**src/rtl/ilv_pkg.sv**
```systemverilog
// Shared definitions for the interleaved sample-stream stages: channel count and
// a width-generic saturating adder.
package ilv_pkg;
  localparam int CHANNELS = 32;
  localparam int CH_W     = $clog2(CHANNELS);
  localparam int SAT_W    = 64;

  typedef struct packed {
    logic             ovf;
    logic [SAT_W-1:0] sum;
  } sat_res_t;

  // a and b arrive sign-extended to SAT_W; the result is clamped to the signed w-bit range.
  function automatic sat_res_t sat_add(input logic signed [SAT_W-1:0] a,
                                       input logic signed [SAT_W-1:0] b,
                                       input int unsigned w);
    localparam logic signed [SAT_W:0] ONE = {{SAT_W{1'b0}}, 1'b1};
    logic signed [SAT_W:0] s, mx, mn;
    sat_res_t r;
    s  = {a[SAT_W-1], a} + {b[SAT_W-1], b};
    mx = (ONE <<< (w - 1)) - ONE;
    mn = -mx - ONE;
    r.ovf = 1'b0;
    r.sum = s[SAT_W-1:0];
    if (s > mx) begin
      r.ovf = 1'b1;
      r.sum = mx[SAT_W-1:0];
    end else if (s < mn) begin
      r.ovf = 1'b1;
      r.sum = mn[SAT_W-1:0];
    end
    return r;
  endfunction
endpackage

```
**src/rtl/ilv_acc_rf.sv**
```systemverilog
// Per-channel accumulator storage: async read, sync write, no reset
// (frame 0 of every decimation window overwrites each entry).
module ilv_acc_rf #(
  parameter int DEPTH = 32,
  parameter int W     = 36
) (
  input  logic                     clk,
  input  logic                     we,
  input  logic [$clog2(DEPTH)-1:0] addr,
  input  logic [W-1:0]             wdata,
  output logic [W-1:0]             rdata
);
  logic [W-1:0] mem [DEPTH];

  always_ff @(posedge clk)
    if (we) mem[addr] <= wdata;

  // read-before-write: same-cycle read sees the old entry
  assign rdata = mem[addr];
endmodule

```
**src/rtl/ilv_decim_accum.sv**
```systemverilog
// Interleaved integrate-and-dump decimator: one accumulator per channel, one
// tagged sum per channel every DECIM frames. Define ILV_SAT_EN for saturating sums.
module ilv_decim_accum #(
  parameter int CHANNELS = 32,
  parameter int DATA_W   = 32,
  parameter int DECIM    = 4,
  parameter int ACC_W    = 36
) (
  input  logic                        clk,
  input  logic                        rst_n,
  input  logic                        i_clr,
  input  logic                        srdyi,
  input  logic [DATA_W-1:0]           i_data,
  output logic                        srdyo,
  output logic [ACC_W-1:0]            o_data,
  output logic [$clog2(CHANNELS)-1:0] o_chan,
  output logic                        o_sof,
  output logic                        o_ovf
);
  import ilv_pkg::*;

  localparam int CW = $clog2(CHANNELS);
  localparam int FW = (DECIM > 1) ? $clog2(DECIM) : 1;

  logic [CW-1:0]    ch_cnt;
  logic [FW-1:0]    frm_cnt;
  logic             accept, ch_last, frm_first, frm_last, dump;
  logic [ACC_W-1:0] x, rd_data, sum;

  assign accept    = srdyi & ~i_clr;
  assign ch_last   = ch_cnt == CW'(CHANNELS - 1);
  assign frm_first = frm_cnt == '0;
  assign frm_last  = frm_cnt == FW'(DECIM - 1);
  assign dump      = accept & frm_last;
  assign x         = ACC_W'(signed'(i_data));

`ifdef ILV_SAT_EN
  logic [ACC_W-1:0] base;
  sat_res_t         res;
  logic             sum_ovf;

  assign base = frm_first ? '0 : rd_data;
  always_comb res = sat_add(SAT_W'(signed'(base)), SAT_W'(signed'(x)), ACC_W);
  assign sum     = res.sum[ACC_W-1:0];
  assign sum_ovf = res.ovf;

  always_ff @(posedge clk or negedge rst_n)
    if (!rst_n)                o_ovf <= 1'b0;
    else if (i_clr)            o_ovf <= 1'b0;
    else if (accept & sum_ovf) o_ovf <= 1'b1;
`else
  assign sum   = frm_first ? x : rd_data + x;
  assign o_ovf = 1'b0;
`endif

  ilv_acc_rf #(.DEPTH(CHANNELS), .W(ACC_W)) u_rf (
    .clk   (clk),
    .we    (accept),
    .addr  (ch_cnt),
    .wdata (sum),
    .rdata (rd_data)
  );

  always_ff @(posedge clk or negedge rst_n)
    if (!rst_n) begin
      ch_cnt  <= '0;
      frm_cnt <= '0;
    end else if (i_clr) begin
      ch_cnt  <= '0;
      frm_cnt <= '0;
    end else if (srdyi) begin
      ch_cnt <= ch_last ? '0 : ch_cnt + 1'b1;
      if (ch_last) frm_cnt <= frm_last ? '0 : frm_cnt + 1'b1;
    end

  // payload holds between pulses; only srdyo returns to 0
  always_ff @(posedge clk or negedge rst_n)
    if (!rst_n) begin
      srdyo  <= 1'b0;
      o_data <= '0;
      o_chan <= '0;
      o_sof  <= 1'b0;
    end else begin
      srdyo <= dump;
      if (dump) begin
        o_data <= sum;
        o_chan <= ch_cnt;
        o_sof  <= ch_cnt == '0;
      end
    end
endmodule

```
**config.mk**
```make
export PLATFORM = sky130hd
export DESIGN_NAME = ilv_decim_accum
export DESIGN_NICKNAME = d
export VERILOG_FILES = /design/src/rtl/ilv_pkg.sv /design/src/rtl/ilv_acc_rf.sv /design/src/rtl/ilv_decim_accum.sv
export SDC_FILE = /design/constraint.sdc
export NUM_CORES = 1
export LEC_CHECK = 0
export CORE_UTILIZATION = 55
export CTS_CLUSTER_SIZE = 20
export DETAILED_ROUTE_END_ITERATION = 8
export PLACE_DENSITY = 0.7
export SETUP_SLACK_MARGIN = 0.05
export SLEW_MARGIN = 20
export SYNTH_ARGS = -nofsm -noshare
export SYNTH_HDL_FRONTEND = slang
export SYNTH_SLANG_ARGS = --single-unit
```
**constraint.sdc**
```tcl
create_clock -name clk -period 8.9 [get_ports clk]
set_input_delay 1.335 -clock clk [delete_from_list [all_inputs] [get_ports clk]]
set_output_delay 1.335 -clock clk [all_outputs]
set_load 0.02 [all_outputs]
```
# Word level (Yosys, flattened, before mapping)

Memories as Yosys holds them, arrays and structs flattened.
Cells that the tools add are included.
W data, S select, Z words.

Register bits after elaboration: 50
Bits in writable memories: 1152
Bits of input ports: 36
Output and inout bits: 44
Word-level logic and storage cells: 30
Memories kept: 1

Add/subtract/negate cells: 3
Equality and inequality tests: 2
Mux-type cells: 10
Bitwise gates (word level): 3
Reduce and logical (&&, ||, !) cells: 5

Memories:

| memory   | words | width | read ports | clocked after Yosys merged registers in | wr ports | RTL line         | text |
|---|---|---|---|---|---|---|---|
| u_rf.mem | 32    | 36    | 1          | 0                                       | 1        | ilv_acc_rf.sv:13 | `logic [W-1:0] mem [DEPTH];` |

Operators with widths:

| kind                  | number |
|---|---|
| $add A36 B36 Y36      | 1 |
| $mux W36              | 1 |
| $mux W5               | 3 |
| $mux W2               | 4 |
| $add A5 B1 Y5 const B | 1 |
| $eq A5 B5 Y1 const B  | 1 |
| $logic_not A5 Y1      | 1 |
| $reduce_bool A2 Y1    | 2 |
| $add A2 B1 Y2 const B | 1 |
| $and A1 B1 Y1         | 2 |
| $eq A2 B2 Y1 const B  | 1 |
| $logic_not A2 Y1      | 1 |
| $mux W1               | 2 |
| $reduce_and A2 Y1     | 1 |
| $not A1 Y1            | 1 |

# Longest topological paths before layout

Gate-level depths: netlist (run 1).

Word-level depth: 5
Gate-level depth with buffers: 20
Gate-level depth less buffers: 17

# Modules after synthesis

From an unflattened synthesis (run 1), not the netlist that was laid out.

Cell total of the unflattened synthesis: 2836
Area, all modules: 48159.9 um^2

Modules (own cells, without submodules):

| module          | times used | cells an instance | area each (um^2) | seq. area each (um^2) |
|---|---|---|---|---|
| ilv_acc_rf      | 1          | 2318              | 43839.5          | 34593.2 |
| ilv_decim_accum | 1          | 518               | 4320.4           | 1251.2 |

# Least setup slack after synthesis (run 1)

OpenSTA, ideal clock, no wires.

Kind: register -> register
Start: register ch_cnt[0]
End: memory u_rf.mem[0][21], data pin
Setup time: 0.454 ns
Arrival: 5.741 ns
Data required time: 8.446 ns
Setup slack: 2.705 ns
Cell stages (with the launch flop): 19
Buffers on the path: 5
Period minus slack after synthesis: 6.195 ns
Path through: dfrtp_1 > buf_2 > buf_2 > buf_2 > buf_2 > mux4_2 > a22oi_1 > nand4_1 > ha_1 > buf_6 > and4_1 > a221o_1 > a31o_4 > a21o_1 > a21o_1 > a31oi_1 > o221ai_1 > xnor2_1 > o21ai_0

Cells in the longest elaborated chain, start to end: 3

Ends and longest elaborated chain:

| element                  | RTL line              | text |
|---|---|---|
| start: declaration       | ilv_decim_accum.sv:25 | `logic [CW-1:0] ch_cnt;` |
| start signal: assignment | ilv_decim_accum.sv:72 | `ch_cnt <= ch_last ? '0 : ch_cnt + 1'b1;` |
| $mem_v2 Z32 W36          | n/a                   |  |
| $add A36 B36 Y36         | ilv_decim_accum.sv:52 | `assign sum = frm_first ? x : rd_data + x;` |
| $mux W36                 | ilv_decim_accum.sv:52 |  |
| via sum[21]              | ilv_decim_accum.sv:28 | `logic [ACC_W-1:0] x, rd_data, sum;` |
| end: declaration         | ilv_acc_rf.sv:13      |  |

The timed path passes the listed nets, and every way through them passes these cells.

# Worst setup path after layout (run 1)

Start: register ch_cnt[0]
End: register o_data[35]

Cells in the longest elaborated chain, start to end: 3

Ends and longest elaborated chain:

| element                | RTL line              | text |
|---|---|---|
| $mem_v2 Z32 W36        | n/a                   |  |
| $add A36 B36 Y36       | ilv_decim_accum.sv:52 |  |
| $mux W36               | ilv_decim_accum.sv:52 |  |
| via sum[35]            | ilv_decim_accum.sv:28 |  |
| end signal: assignment | ilv_decim_accum.sv:86 | `o_data <= sum;` |
| end: declaration       | ilv_decim_accum.sv:15 | `output logic [ACC_W-1:0] o_data,` |

The timed path passes the listed nets, and every way through them passes these cells.
A chain may end at the register's enable or synchronous reset.

==> results of run 1 <==
## worst paths after layout
path,endpoint,cells past startpoint
worst max register to register,o_data[35]$_DFFE_PN0P_,16
min in group asynchronous,o_data[26]$_DFFE_PN0P_,1
worst max-delay path,o_data[35]$_DFFE_PN0P_,16
worst min-delay path,o_data[16]$_DFFE_PN0P_,2
worst min register to register,o_data[16]$_DFFE_PN0P_,2
max in group asynchronous,ch_cnt[1]$_DFFE_PN0P_,1
## synthesized netlist by cell type, drive strengths merged (19+ instances only)
cell / n
clkbuf: 74
nand4: 43
o21ai: 48
nor2: 61
nand2: 90
ha: 42
mux4: 288
mux2: 29
buf: 54
edfxtp: 1152
a22oi: 141
dfrtp: 50
xnor2: 19
a21oi: 40
a21o: 25
## logic make-up (layout without fill, tap and decap cells)
family	count (synthesis)	count (layout)	share of synthesized area, %
xor+xnor	33	33	0.6251
compound gates	295	295	4.381
fa+ha+maj	43	43	1.150
buf+inv	143	388	1.269
flops	1202	1202	75.55
mux	321	321	14.44
simple gates	256	256	2.569
other cells	1	1	0.007904
## layout by cell type, fill, tap and decap left out, types with 25 or more instances in the layout
| master | count |
|---|---|
| nor2_4 | 34 |
| nand2_1 | 90 |
| nand4_1 | 43 |
| clkbuf_16 | 126 |
| dfrtp_1 | 48 |
| mux2_2 | 29 |
| mux4_2 | 288 |
| ha_1 | 41 |
| edfxtp_1 | 1152 |
| a21oi_1 | 36 |
| a22oi_1 | 141 |
| buf_4 | 70 |
| clkdlybuf4s50_1 | 77 |
| nor2_1 | 27 |
| a21o_1 | 25 |
## routing by layer
metal / part of all wire [%] / GRT usage, %
met1: 39 / 41.68
met2: 46 / 42.67
met3: 12 / 7.929
met4: 2.9 / 8.252
met5: 0 / 0
## final cells by class
cell class	instances	area [sq um]	share of cell area (%)
Clock buffer	154	3338	6.171
Clock inverter	65	569.3	1.052
Inverter	15	56.30	0.1041
Multi-Input combinational cell	949	11430	21.13
Sequential cell	1202	35850	66.28
Tap cell	1144	1431	2.646
Timing Repair Buffer	154	1419	2.623
## worst reg2reg max path: stages (launching register included)
cell,delay (ps)
dfrtp_4,720
buf_12,520
mux4_2,770
a22o_1,240
nor4_1,500
inv_1,110
ha_1,290
a21o_1,130
nand4_1,130
a21boi_1,570
a31o_4,330
o211ai_2,170
a221oi_2,280
o21ai_0,160
a21oi_2,280
xor2_4,650
mux2_2,290
## flip-flops by register name, summed over array words and instances (netlist names)
signal    cells
u_rf.mem   1152
o_data       36
frm_cnt       2
o_chan        5
o_sof         1
ch_cnt        5
srdyo         1
## power by group through the flow
stage,registers (mW),clock network [mW],logic (mW)
floorplan,6.34,0,0.508
global placement,6.35,0,0.696
detailed placement,6.35,0,0.709
CTS,6.23,5.03,0.713
global route,6.23,5.23,0.775
finish,6.23,4.98,0.726
==> results.cfg, run 1 <==
[outcome]
status = finished, final reports clean

[clock_tree]
clock_sinks = 1202
cts_buffers = 118
hold_buffers = 0
clockRootBuffer = clkbuf_16
clk_path_buf_depth = 3
clk_pin_slew_ps = 60
cts_tree = built
insertion_delay_ps = 690
cts_setup_buffers = 0
htreeDepth = 3
cts_resized = 0

[timing]
fmax_ghz = 0.1617
period_share_pct = 69.48
rsz0062_at_grt = no
fin_setup_tns_ps = 0
final-hold-violation-count = 0
setup_viol = 0
post-route-min-period_ps = 6183
fin_ws_ps = 2717
worst_pin_slew_ps = 1069
slew_violations = 0
hold_ws_ps = 479.6
clock_skew_ps = 26.97
slew_headroom_pct = 28.60

[place]
place_ws_ps = 2512
gp_congestion = 0.9266
post-dp-hpwl_mm = 66.32
placed_cells = 3462
placed_area_sq_um = 50080
port_buffers = 78

[worst_setup_path]
crit_arrival_ps = 6810
start_kind = register
crit_start = ch_cnt[0]$_DFFE_PN0P_
r2r_slack_ps = 2720
critical_path_buf_inv_count = 2
cp_slowest_cell = dfrtp_4
crit_path_end_kind = register
crit_chain = buf_12 -> mux4_2 -> a22o_1 -> nor4_1 -> inv_1 -> ha_1 -> a21o_1 -> nand4_1 -> a21boi_1 -> a31o_4 -> o211ai_2 -> a221oi_2 -> o21ai_0 -> a21oi_2 -> xor2_4 -> mux2_2
critical-path-top-delay-family = compound AO/OA/AOI/OAI gates
rr_startpoint = ch_cnt[0]$_DFFE_PN0P_
cp_max_fo = 81
max_stage_delay_ps = 720
required_ps = 9530
critPathKind = register to register

[routing]
vias = 24806
dr.pass1.iters = 7
drt_iter0_markers = 3359
drtAntennaViolNets = 0
drc = 0
routedWlPerCell_um = 33.38
wirelength_mm = 122.9
routed_via_density = 6.735

[cells_and_area]
drive_above_1_share_pct = 25.56
instances_no_fill = 3683
fill_cells = 5696
final_util_pct = 63.43
antenna_cells = 0
area_delta_synth_final_pct = 14.03
nNetsFinal = 2519
fin_area_sq_um = 54100

[global_route]
grt.overflow.total = 0
grtUsageTotal_pct = 28.56
first_global_vias = 24558
grt_max_degree = 83
antenna_found_initial = 1
grt_pass1_wl_mm = 173.5

[synthesis]
synth_ff_type = edfxtp_1
synth.distinct_cells = 66
seq_area_frac_synth_pct = 75.55
async_flop_share_pct = 4.160
synth-seq-cells = 1202
yosysTopAreaCellShare_pct = 72.92
netlist_instances = 2294
synth_nets = 2373
synth_top_area_cell = edfxtp_1
synth_area_sq_um = 47440
synth_warnings = 0
synth.avg_cell_area_sq_um = 20.68
synth-edff-count = 1152
synth_area_leaders = edfxtp_1 73%, mux4_2 14%, dfrtp_1 2.6%, a22oi_1 2.2%, ha_1 1.1%

[min_path]
hp-start = o_data[16]$_DFFE_PN0P_
min_path_type = register to register

[die]
die_area_sq_um = 87440
start_util_pct = 55.63
rows = 107
fp.dieW_um = 295.7
die_h_um = 295.7
coreArea_sq_um = 85280
ioPinCount = 80

[power]
switching_share_pct = 21.40
p_int_mw = 9.383
p_total_mw = 11.94
p_leak_nw = 17.17
peakVddDrop_uv = 216.5
p_seq_share_pct = 52.2
powerDensity_nw_per_um2 = 220.7
combPwrFrac_pct = 6.1
pwr-share-clk_pct = 41.7
p_switching_mw = 2.554

[run]
drv_cap = 0
Note: power is estimated with default switching activity, not from simulation.
==> run 2, diff against run 1 <==
Clock period 8.9 ns to 5.9 ns, I/O delays scaled along.
==> results.cfg, run 2 (same netlist as run 1, synthesis figures left out) <==
[place]
gp_congestion = 0.9333
place_ws_ps = 192.6
post-dp-hpwl_mm = 72.76
placed_area_sq_um = 51520
port_buffers = 78

[routing]
routed_via_density = 6.749
drc = 0
drt_iter0_markers = 3529
routedWlPerCell_um = 33.88
wirelength_mm = 129.4
drtAntennaViolNets = 0
vias = 25782
dr.pass1.iters = 5

[worst_setup_path]
timing.rr.end = u_rf.mem[28][22]$_DFFE_PP_
crit_path_end_kind = register
reg2regPathDepth = 19
max_stage_delay_ps = 680
cp_slowest_cell = o21ai_2
crit_arrival_ps = 6220
crit_chain = nor2_1 -> and2_2 -> buf_12 -> a22oi_1 -> nand4_1 -> ha_1 -> inv_1 -> fa_1 -> and2b_1 -> o21ai_2 -> a21oi_2 -> nor2_1 -> o31ai_4 -> a21oi_1 -> buf_4 -> o31ai_1 -> xnor2_1 -> o21ai_2 -> buf_4
critical-path-top-delay-family = compound AO/OA/AOI/OAI gates
critical_path_buf_inv_count = 4
cp_max_fo = 22
critPathKind = register to register
r2r_slack_ps = 170
start_kind = register
required_ps = 6390
rr_startpoint = ch_cnt[2]$_DFFE_PN0P_

[clock_tree]
clk_pin_slew_ps = 60
clockRootBuffer = clkbuf_16
cts_buffers = 118
insertion_delay_ps = 700
cts_tree = built
hold_buffers = 0
clock_sinks = 1202
clk_path_buf_depth = 3
htreeDepth = 3

[power]
p_leak_nw = 17.97
powerDensity_nw_per_um2 = 331.4
peakVddDrop_uv = 282.5
p_total_mw = 18.44

[timing]
setup_viol = 0
clock_skew_ps = 34.86
period_share_pct = 97.05
slew_headroom_pct = 27.26
slew_violations = 0
fin_setup_tns_ps = 0
fmax_ghz = 0.1746
rsz0062_at_grt = no
fin_ws_ps = 174.0
worst_pin_slew_ps = 1089
post-route-min-period_ps = 5726
final-hold-violation-count = 0

[global_route]
grt_max_degree = 51
antenna_found_initial = 1
grt.overflow.total = 0
first_global_vias = 25943
grtUsageTotal_pct = 30.25
grt_pass1_wl_mm = 184.1

[die]
rows = 107
ioPinCount = 80
fp.dieW_um = 295.7
coreArea_sq_um = 85280
die_area_sq_um = 87440
start_util_pct = 55.63
die_h_um = 295.7

[cells_and_area]
nNetsFinal = 2654
largestRegisters = u_rf.mem (1152), o_data (36)
antenna_cells = 0
final_util_pct = 65.25
largest_reg_flops = 1152
drive_above_1_share_pct = 29.37
area_delta_synth_final_pct = 17.30
layout_common_cells = 1152 x edfxtp_1, 288 x mux4_2, 173 x buf_4, 141 x a22oi_1, 120 x clkbuf_16
final_common_cell = edfxtp_1
top_register = u_rf.mem
fin_area_sq_um = 55650

[min_path]
min_path_type = primary input to async pin

[run]
drv_cap = 0

[outcome]
status = finished, final reports clean
-- run 2: changes by cell type in the layout (fill, tap and decap cells not counted), moves of 5 or more --
cell	previous run	this run
clkbuf_16	126	120
o21ai_1	20	15
o21ai_2	1	11
o21ai_4	10	5
clkbuf_1	20	27
buf_4	70	173
clkinv_2	24	16
bufinv_16	8	19
buf_12	5	39
-- run 2: repair_timing --
item | CTS | global route
gates resized for setup | 0 | 3
setup buffers | 0 | 1
hold endpoints to repair | 0 | 0
endpoints found under the setup margin | 0 | 79
-- run 2: routing by layer --
metal  part of all wire, %  wire, um  up-vias  track usage [%]
met1                    38     48860    13562            43.88
met5                 0.010        13        -                0
met4                   3.4      4429        2            10.65
met2                    47     60560     1751            46.32
met3                    12     15570      263            6.101
li1                      -         -    10204                -
-- run 2: metrics by stage --
stage	hold slack, ps	cells
floorplan	522.6	2294
global placement	465.8	3597
detailed placement	468.8	3597
CTS	316.0	3818
global route	377.6	3820
finish	345.0	3820
-- run 2: how the worst max path moves through the flow --
stage | startpoint | cells after the start | endpoint
after floorplan | ch_cnt[0]$_DFFE_PN0P_ | 19 | u_rf.mem[0][24]$_DFFE_PP_
after global placement | ch_cnt[2]$_DFFE_PN0P_ | 17 | u_rf.mem[23][34]$_DFFE_PP_
after detailed placement | ch_cnt[0]$_DFFE_PN0P_ | 16 | o_data[35]$_DFFE_PN0P_
after CTS | ch_cnt[0]$_DFFE_PN0P_ | 16 | o_data[35]$_DFFE_PN0P_
after global routing | ch_cnt[2]$_DFFE_PN0P_ | 19 | u_rf.mem[1][22]$_DFFE_PP_
final | ch_cnt[2]$_DFFE_PN0P_ | 19 | u_rf.mem[28][22]$_DFFE_PP_
-- run 2: report_power, final --
group / internal, mW / leakage [nW] / switching, mW
Clock: 4.63 / 1.95 / 3.18
Combinational: 0.544 / 4.96 / 0.699
Sequential: 9.37 / 11.1 / 0.0180
-- run 2: final cells by class --
cell class | count | area, sq um
Fill cell | 5501 | 29630
Timing Repair Buffer | 289 | 2850
Clock buffer | 152 | 3173
Multi-Input combinational cell | 949 | 11420
Sequential cell | 1202 | 35850
Tap cell | 1144 | 1431
Inverter | 15 | 56.30
Clock inverter | 69 | 868.3
